<file path="src/rtl/uart_rx_fifo_pkg.sv">
// Shared UART buffer definitions: entry width, default depth and the FIFO operation encoding.
// Used by the receive buffer now and by the transmit buffer later.
package uart_rx_fifo_pkg;

  localparam int UART_DATA_W = 8;
  localparam int FIFO_ADDR_W = 4;

  // Bit 1 = write accepted this cycle, bit 0 = read accepted this cycle.
  typedef enum logic [1:0] {
    OP_IDLE  = 2'b00,
    OP_READ  = 2'b01,
    OP_WRITE = 2'b10,
    OP_BOTH  = 2'b11
  } fifo_op_e;

endpackage

</file>
<file path="src/rtl/uart_rx_fifo_if.sv">
// Receiver/host-side bus of the UART receive FIFO.
// The level signal exists only when UART_RX_FIFO_LEVEL_EN is defined.
interface uart_rx_fifo_if
  import uart_rx_fifo_pkg::*;
#(
  parameter int DATA_W = UART_DATA_W,
  parameter int ADDR_W = FIFO_ADDR_W
);

  logic              wr;
  logic [DATA_W-1:0] w_data;
  logic              rd;
  logic              clr_ovr;
  logic [DATA_W-1:0] r_data;
  logic              empty;
  logic              full;
  logic              overrun;
`ifdef UART_RX_FIFO_LEVEL_EN
  logic [ADDR_W:0]   level;

  modport master (
    output wr, w_data, rd, clr_ovr,
    input  r_data, empty, full, overrun, level
  );

  modport slave (
    input  wr, w_data, rd, clr_ovr,
    output r_data, empty, full, overrun, level
  );
`else
  modport master (
    output wr, w_data, rd, clr_ovr,
    input  r_data, empty, full, overrun
  );

  modport slave (
    input  wr, w_data, rd, clr_ovr,
    output r_data, empty, full, overrun
  );
`endif

endinterface

</file>
<file path="src/rtl/uart_rx_fifo_ctrl.sv">
// fifo_ctrl: pointer, empty/full flag and optional level state for a 2**ADDR_W-entry FIFO.
// Level counter is built only when UART_RX_FIFO_LEVEL_EN is defined.
module fifo_ctrl
  import uart_rx_fifo_pkg::*;
#(
  parameter int ADDR_W = FIFO_ADDR_W
) (
  input  logic              clk,
  input  logic              reset,
  input  logic              wr,
  input  logic              rd,
  output logic [ADDR_W-1:0] w_addr,
  output logic [ADDR_W-1:0] r_addr,
  output logic              empty,
  output logic              full,
  output logic              we
`ifdef UART_RX_FIFO_LEVEL_EN
  ,
  output logic [ADDR_W:0]   level
`endif
);

  logic [ADDR_W-1:0] w_ptr_q, w_ptr_n;
  logic [ADDR_W-1:0] r_ptr_q, r_ptr_n;
  logic              empty_q, empty_n;
  logic              full_q, full_n;
  logic              wr_ok, rd_ok;
  fifo_op_e          op;

  assign rd_ok = rd && !empty_q;
  // A write into a full FIFO still lands when a read frees the head slot in the same cycle.
  assign wr_ok = wr && (!full_q || rd_ok);
  assign op    = fifo_op_e'({wr_ok, rd_ok});

  // NOTE: sequential state uses non-blocking assignments so every register samples pre-edge values.
  always_ff @(posedge clk or posedge reset) begin
    if (reset) begin
      w_ptr_q <= '0;
      r_ptr_q <= '0;
      empty_q <= 1'b1;
      full_q  <= 1'b0;
    end else begin
      w_ptr_q <= w_ptr_n;
      r_ptr_q <= r_ptr_n;
      empty_q <= empty_n;
      full_q  <= full_n;
    end
  end

  // NOTE: every output of this block is defaulted first, so no path leaves a latch behind.
  always_comb begin
    w_ptr_n = w_ptr_q;
    r_ptr_n = r_ptr_q;
    empty_n = empty_q;
    full_n  = full_q;
    case (op)
      OP_WRITE: begin
        w_ptr_n = w_ptr_q + 1'b1;
        empty_n = 1'b0;
        full_n  = (w_ptr_n == r_ptr_q);
      end
      OP_READ: begin
        r_ptr_n = r_ptr_q + 1'b1;
        full_n  = 1'b0;
        empty_n = (r_ptr_n == w_ptr_q);
      end
      OP_BOTH: begin
        w_ptr_n = w_ptr_q + 1'b1;
        r_ptr_n = r_ptr_q + 1'b1;
      end
      default: ;
    endcase
  end

  assign w_addr = w_ptr_q;
  assign r_addr = r_ptr_q;
  assign empty  = empty_q;
  assign full   = full_q;
  assign we     = wr_ok;

`ifdef UART_RX_FIFO_LEVEL_EN
  logic [ADDR_W:0] level_q;

  always_ff @(posedge clk or posedge reset) begin
    if (reset) begin
      level_q <= '0;
    end else begin
      case (op)
        OP_WRITE: level_q <= level_q + 1'b1;
        OP_READ:  level_q <= level_q - 1'b1;
        default:  ;
      endcase
    end
  end

  assign level = level_q;
`endif

endmodule

</file>
<file path="src/rtl/uart_rx_fifo.sv">
// UART receive buffer: first-word-fall-through FIFO with sticky overrun flag.
// Define UART_RX_FIFO_LEVEL_EN to add the registered occupancy count on bus.level.
module uart_rx_fifo
  import uart_rx_fifo_pkg::*;
#(
  parameter int DATA_W = UART_DATA_W,
  parameter int ADDR_W = FIFO_ADDR_W
) (
  input  logic           clk,
  input  logic           reset,
  uart_rx_fifo_if.slave  bus
);

  logic [DATA_W-1:0] mem [2**ADDR_W];
  logic [ADDR_W-1:0] w_addr, r_addr;
  logic              empty, full, we;
  logic              drop;
  logic              overrun_q;

  fifo_ctrl #(
    .ADDR_W (ADDR_W)
  ) u_ctrl (
    .clk    (clk),
    .reset  (reset),
    .wr     (bus.wr),
    .rd     (bus.rd),
    .w_addr (w_addr),
    .r_addr (r_addr),
    .empty  (empty),
    .full   (full),
    .we     (we)
`ifdef UART_RX_FIFO_LEVEL_EN
    ,
    .level  (bus.level)
`endif
  );

  // NOTE: the storage array has no reset; the flags alone define which entries are valid.
  always_ff @(posedge clk) begin
    if (we) begin
      mem[w_addr] <= bus.w_data;
    end
  end

  // A byte is lost only when full and no read makes room for it.
  assign drop = bus.wr && full && !bus.rd;

  always_ff @(posedge clk or posedge reset) begin
    if (reset) begin
      overrun_q <= 1'b0;
    end else if (drop) begin
      overrun_q <= 1'b1;
    end else if (bus.clr_ovr) begin
      overrun_q <= 1'b0;
    end
  end

  assign bus.r_data  = mem[r_addr];
  assign bus.empty   = empty;
  assign bus.full    = full;
  assign bus.overrun = overrun_q;

endmodule

</file>
<file path="src/flat_wrapper.sv">
// flat-port wrapper written by rule: the top's interface ports become plain ports
module uart_rx_fifo_flat import uart_rx_fifo_pkg::*;
#(
  parameter int DATA_W = UART_DATA_W,
  parameter int ADDR_W = FIFO_ADDR_W
)
  (clk, reset, bus_wr, bus_w_data, bus_rd, bus_clr_ovr, bus_r_data, bus_empty, bus_full, bus_overrun);
  uart_rx_fifo_if #(.DATA_W(DATA_W), .ADDR_W(ADDR_W)) bus_i ();
  input  logic clk;
  input  logic reset;
  input wire logic [$bits(bus_i.wr)-1:0] bus_wr;
  input wire logic [$bits(bus_i.w_data)-1:0] bus_w_data;
  input wire logic [$bits(bus_i.rd)-1:0] bus_rd;
  input wire logic [$bits(bus_i.clr_ovr)-1:0] bus_clr_ovr;
  output wire logic [$bits(bus_i.r_data)-1:0] bus_r_data;
  output wire logic [$bits(bus_i.empty)-1:0] bus_empty;
  output wire logic [$bits(bus_i.full)-1:0] bus_full;
  output wire logic [$bits(bus_i.overrun)-1:0] bus_overrun;
  assign bus_i.wr = bus_wr;
  assign bus_i.w_data = bus_w_data;
  assign bus_i.rd = bus_rd;
  assign bus_i.clr_ovr = bus_clr_ovr;
  assign bus_r_data = bus_i.r_data;
  assign bus_empty = bus_i.empty;
  assign bus_full = bus_i.full;
  assign bus_overrun = bus_i.overrun;
  uart_rx_fifo #(.DATA_W(DATA_W), .ADDR_W(ADDR_W)) u_core (.clk(clk), .reset(reset), .bus(bus_i));
endmodule
</file>
<file path="config.mk">
export PLATFORM = sky130hd
export DESIGN_NAME = uart_rx_fifo_flat
export DESIGN_NICKNAME = d
export VERILOG_FILES = /design/src/rtl/uart_rx_fifo_pkg.sv /design/src/rtl/uart_rx_fifo_if.sv /design/src/rtl/uart_rx_fifo_ctrl.sv /design/src/rtl/uart_rx_fifo.sv /design/src/flat_wrapper.sv
export SDC_FILE = /design/constraint.sdc
export NUM_CORES = 1
export LEC_CHECK = 0
export ABC_AREA = 0
export BUFFER_PORTS_ARGS = -buffer_cell sky130_fd_sc_hd__buf_2
export CORE_UTILIZATION = 54
export DETAILED_ROUTE_END_ITERATION = 8
export MAX_ROUTING_LAYER = met4
export PLACE_DENSITY_LB_ADDON = 0.2
export SLEW_MARGIN = 10
export SYNTH_ARGS = -nofsm -noshare
export SYNTH_HDL_FRONTEND = slang
export SYNTH_SLANG_ARGS = --single-unit
export TNS_END_PERCENT = 1
</file>
<file path="constraint.sdc">
create_clock -name clk -period 3 [get_ports clk]
set_input_delay 0 -clock clk [delete_from_list [all_inputs] [get_ports clk]]
set_output_delay 0 -clock clk [all_outputs]
set_load 0.01 [all_outputs]
</file>
# == Word-level counts from Yosys, hierarchy flattened ==
# Memory sizes are Yosys's and may differ from the RTL's.
# Index checks and enable logic that the tools add are counted.
# word_totals
out_inout_bits,11
rom_bits,0
wordCells,31
inputBits,13
register_bits,11
latch_bits,0
mem_count,1
mem_bits_rw,128
# op_classes
bitwise_logic,0
n_div,0
mul,0
add_sub_neg,2
n_shift,0
order_cmp,0
reduce_logical,12
muxes,6
eq_ne,5
# mem_list
memory,depth,word_bits,read_ports,rd_ports_with_merged_regs,write_ports,line,rtl
u_core.mem,16,8,1,0,1,uart_rx_fifo.sv:14,logic [DATA_W-1:0] mem [2**ADDR_W];
# op_table
operator,n
"adder 4 x 1 -> 4 bit, second input constant",2
equality test 4 bit,2
"equality test 2 bit, second input constant",2
logical AND 1 bit,4
2-to-1 mux 1 bit,4
one-hot mux 1 bit (2 select lines),2
nonzero test 2 bit,2
OR reduction 2 bit,2
logical NOT 1 bit,3
"equality test 2 x 1 -> 1 bit, second input constant",1
logical OR 1 bit,1

# == Depth between registers and ports, before layout ==
# logic_depth
word_depth,6
ltp_mapped,9
depth_no_buf,8

# == Modules after synthesis ==
# From an unflattened synthesis, not the netlist that was laid out.
# hier_totals
hier_cells,278
hier_area_um2,5579.1
# modules_own_cells
mod,seq_area_each_um2,cells_per_inst,area_each_um2,instances
uart_rx_fifo,3868.7,226,5006.1,1
fifo_ctrl,251.5,52,573.0,1

# == Worst setup path before layout ==
# Ideal clock, no wire load.
# synth_path
kind,register -> register
from,reg u_core.u_ctrl.empty_q (netlist: u_core.u_ctrl.empty)
to,reg u_core.u_ctrl.w_ptr_q[1] (netlist: u_core.u_ctrl.w_addr[1])
setup_time_ns,0.125
t_arrival_ns,2.104
synth_period_minus_slack_ns,2.229
setup_slack_ns,0.771
path_buffers,1
stages_incl_launch_ff,9
required_time_ns,2.875
cell_sequence,dfstp_2 nand2b_1 clkbuf_1 clkinv_1 o21ai_0 inv_1 ha_1 nor2_1 mux2_2
# synth_between
elab_chain_len,6
elab_cells_between_ends,7
cone_classes,2 x eq/ne; 5 x reduce/logical
# synth_lines
element,line,rtl
from (decl),uart_rx_fifo_ctrl.sv:25,"logic empty_q, empty_n;"
from (signal assigned),uart_rx_fifo_ctrl.sv:45,empty_q <= empty_n;
logical NOT 1 bit (*),uart_rx_fifo_ctrl.sv:30,assign rd_ok = rd && !empty_q;
logical AND 1 bit (*),uart_rx_fifo_ctrl.sv:30,
logical OR 1 bit,uart_rx_fifo_ctrl.sv:32,assign wr_ok = wr && (!full_q || rd_ok);
logical AND 1 bit,uart_rx_fifo_ctrl.sv:32,
equality test 2 bit,uart_rx_fifo_ctrl.sv:56,case (op)
OR reduction 2 bit (no line) (*),n/a,
to (signal assigned),uart_rx_fifo_ctrl.sv:43,w_ptr_q <= w_ptr_n;
to (decl),uart_rx_fifo_ctrl.sv:23,"logic [ADDR_W-1:0] w_ptr_q, w_ptr_n;"
# Mark *: on every way between the ends. The rest lies on a longest branch, timed or not.
# A chain may end at the register's enable or synchronous reset.

# == Worst setup path in the final report ==
# layout_path
from,reg u_core.u_ctrl.r_ptr_q[0] (netlist: u_core.u_ctrl.r_addr[0])
to,out bus_r_data[4]
# layout_between
elab_chain_len,1
# layout_lines
element,line,rtl
from (decl),uart_rx_fifo_ctrl.sv:24,"logic [ADDR_W-1:0] r_ptr_q, r_ptr_n;"
from (signal assigned),uart_rx_fifo_ctrl.sv:44,r_ptr_q <= r_ptr_n;
memory (16 x 8 bit),n/a,
to (decl),flat_wrapper.sv:15,output wire logic [$bits(bus_i.r_data)-1:0] bus_r_data;
# No other way between the ends.

==> impl_metrics.py <==
metrics = {
    "die": {
        "fp-row-count": 37,
        "fp.dieH_um": 104,
        "die_w_um": 104,
        "die_area_um2": 10900,
        "start_util_pct": 55.3,
        "coreArea_um2": 10200,
        "pin_count": 24,
    },
    "clock_tree": {
        "numCtsBuffers": 17,
        "cts_resized": 0,
        "cts_sinks": 139,
        "clockRootBuffer": "clkbuf_8",
        "htree_levels": 4,
        "cts_tree": "yes",
        "max-clock-path-buffers": 2,
        "clk_latency_ns": 0.52,
        "clk_pin_slew_ns": 0.06,
    },
    "place": {
        "port_buffers": 23,
        "gp_congestion": 0.781,
        "hpwlAfterDp_um": 6820,
        "postPlaceCellArea_um2": 5980,
        "placed_cells": 448,
    },
    "synth": {
        "ys_ff_latch": 139,
        "synth-edff-count": 128,
        "yosys-top-cells-count": "edfxtp_1 (128), mux4_1 (18), a22oi_1 (16), nor2_1 (16)",
        "yosysWarnings": 0,
        "syn_nets": 307,
        "syn-cell-area_um2": 5660,
        "postSynthCellCount": 286,
        "yosysMostFrequentCell": "edfxtp_1",
        "synthArstFlopShare_pct": 7.91,
        "synth_top_area_share_pct": 67.9,
        "synth.distinct_cells": 31,
        "synth_top_cell_by_area": "edfxtp_1",
        "synth_area_leaders": "edfxtp_1 (68%), mux4_1 (8.4%), mux4_2 (5.6%)",
        "avgSynthCellArea_um2": 19.8,
        "seq_area_frac_synth_pct": 72.8,
        "ys.flop_type": "edfxtp_1",
    },
    "cells_and_area": {
        "fin_cells": 492,
        "multi_input_area_um2": 1410,
        "area_growth_pct": 17.9,
        "drive_gt1_share_pct": 23.9,
        "register_area_um2": 4120,
        "num_antenna_cells": 0,
        "nNetsFinal": 364,
        "fin_area_um2": 6670,
        "fill_cells": 688,
    },
    "worst_setup_path": {
        "arrival_ns": 2.55,
        "r2r_cells": 7,
        "cp-start-kind": "flop",
        "path_max_fanout": 16,
        "cp.required_ns": 3.00,
        "cp-end-kind": "output pin",
        "path_class": "reg2out",
    },
    "detailed_routing": {
        "routed_wl_um": 10600,
        "vias": 2810,
        "drt_iter0_markers": 184,
        "wire_per_inst_um": 21.5,
        "firstDrtPassIters": 4,
        "vias_per_cell": 5.71,
        "drc": 0,
        "postRouteAntennaNets": 0,
    },
    "outcome": {
        "outcome": "complete, no violations",
    },
    "pwr": {
        "p_clk_share_pct": 31.3,
        "swShare_pct": 29.9,
        "ir_drop_mv": 0.510,
        "p_leak_nw": 2.35,
        "seq_power_share_pct": 40.4,
        "power.internal_w": 0.00447,
        "p_switching_w": 0.00191,
        "p_comb_share_pct": 28.3,
        "pwr_density_cell_nw_per_um2": 957,
    },
    "sta": {
        "rsz0062_at_grt": "no",
        "relSlewSlack_pct": 39.7,
        "max_clock_freq_ghz": 0.393,
        "hold_viol": 0,
        "setup-tns-final_ns": 0,
        "fin_worst_skew_ns": 0.00599,
        "fin_crit_ns": 2.55,
        "finalSetupViolations": 0,
        "min_period_over_period_pct": 84.9,
        "worstMarginPinSlew_ns": 0.901,
        "slew_viol_final": 0,
    },
    "run": {
        "timing.max_cap.violations": 0,
    },
    "grt": {
        "grt_overflow": 0,
        "grt_max_degree": 17,
        "grt_pass1_wl_um": 16900,
        "grt_pass1_vias": 2925,
        "grtUsageTotal_pct": 22.7,
        "antenna_found_initial": 0,
    },
    "min_path": {
        "hp-class": "in2async",
    },
}
[layer usage]
| layer | GRT usage [%] | part of all wire, % | up-vias |
|---|---|---|---|
| met4 | 7.65 | 1.6 | 0 |
| met3 | 6.33 | 5.1 | 18 |
| met5 | - | 0 | - |
| met1 | 28.8 | 43 | 1437 |
| met2 | 35.5 | 51 | 75 |
| li1 | - | - | 1280 |
[power groups by stage]
stage	Clock [W]	Sequential [W]	Combinational, W
6_report	0.00200	0.00258	0.00181
5_1_grt	0.00212	0.00261	0.00197
4_1_cts	0.00202	0.00258	0.00182
3_5_place_dp	0	0.00262	0.00179
3_3_place_gp	0	0.00260	0.00178
2_1_floorplan	0	0.00248	0.00141
[final timing paths]
path	startpoint	end	slack, ns
setup / recovery	u_core.u_ctrl.r_addr[0]$_DFFE_PP0P_	bus_r_data[4]	0.45
hold / removal	reset	u_core.u_ctrl.w_addr[2]$_DFFE_PP0P_	0.02
setup reg to reg	u_core.u_ctrl.empty$_DFFE_PP1P_	u_core.u_ctrl.w_addr[1]$_DFFE_PP0P_	0.63
hold reg to reg	u_core.u_ctrl.full$_DFFE_PP0P_	u_core.u_ctrl.full$_DFFE_PP0P_	0.55
max in group asynchronous	reset	u_core.u_ctrl.empty$_DFFE_PP1P_	2.65
min in group clk	bus_wr	u_core.u_ctrl.full$_DFFE_PP0P_	0.12
[state kept, by name, indices dropped and copies added, names as in the netlist]
signal and flops:
u_core.u_ctrl.empty 1, u_core.bus.overrun 1, u_core.u_ctrl.w_addr 4, u_core.u_ctrl.full 1, u_core.u_ctrl.r_addr 4, u_core.mem 128
[cell usage in the layout (no fill, tap or decap), types with 6 or more instances in the layout]
cell	netlist	routed
dlygate4sd3_1	0	12
buf_4	0	18
ha_1	8	8
buf_2	3	23
clkbuf_16	0	16
dfrtp_1	10	9
nand2_1	14	14
mux4_2	14	14
edfxtp_1	128	128
xnor2_1	10	10
inv_1	6	6
nor2_1	16	16
a22oi_1	16	16
mux4_1	18	18
[worst max-delay path, cell delays in order (launching register included)]
cell     delay (ns)
dfrtp_2        0.55
buf_4          0.36
mux4_1         0.62
a22oi_1        0.28
nand2_1        0.07
buf_2          0.14
[per-stage QoR]
stage,hold slack (ns),util (%),setup WS [ns],power (W)
6_report,0.0227,65.2,0.452,0.00638
5_1_grt,0.0541,65.2,0.298,0.00670
4_1_cts,0.0269,65.2,0.419,0.00642
3_5_place_dp,0.0229,58.5,0.650,0.00441
3_3_place_gp,0.00491,58.5,0.751,0.00438
2_1_floorplan,-0.148,-,0.771,0.00388
[area by class of cell]
type | instances | area share, %
Multi-Input combinational cell | 125 | 21.2
Clock inverter | 14 | 2.29
Tap cell | 136 | 2.55
Clock buffer | 18 | 6.26
Inverter | 7 | 0.394
Timing Repair Buffer | 53 | 5.55
Sequential cell | 139 | 61.8
[cells by family after synthesis]
logic type / synth area share [%]
muxes: 14.1
xor gates and xnor gates: 2.32
DFF: 72.8
AOI/OAI and AO/OA: 3.29
buffers and inverters: 2.23
and+or+nand+nor: 3.45
adders and majority gates: 1.77
[what timing repair did]
action / 4_1_cts / 5_1_grt
buffers inserted: 0 / 0
hold buffers: 12 / 0
hold endpoints to repair: 143 / 0
No activity file was read; power rests on OpenSTA's default activity.
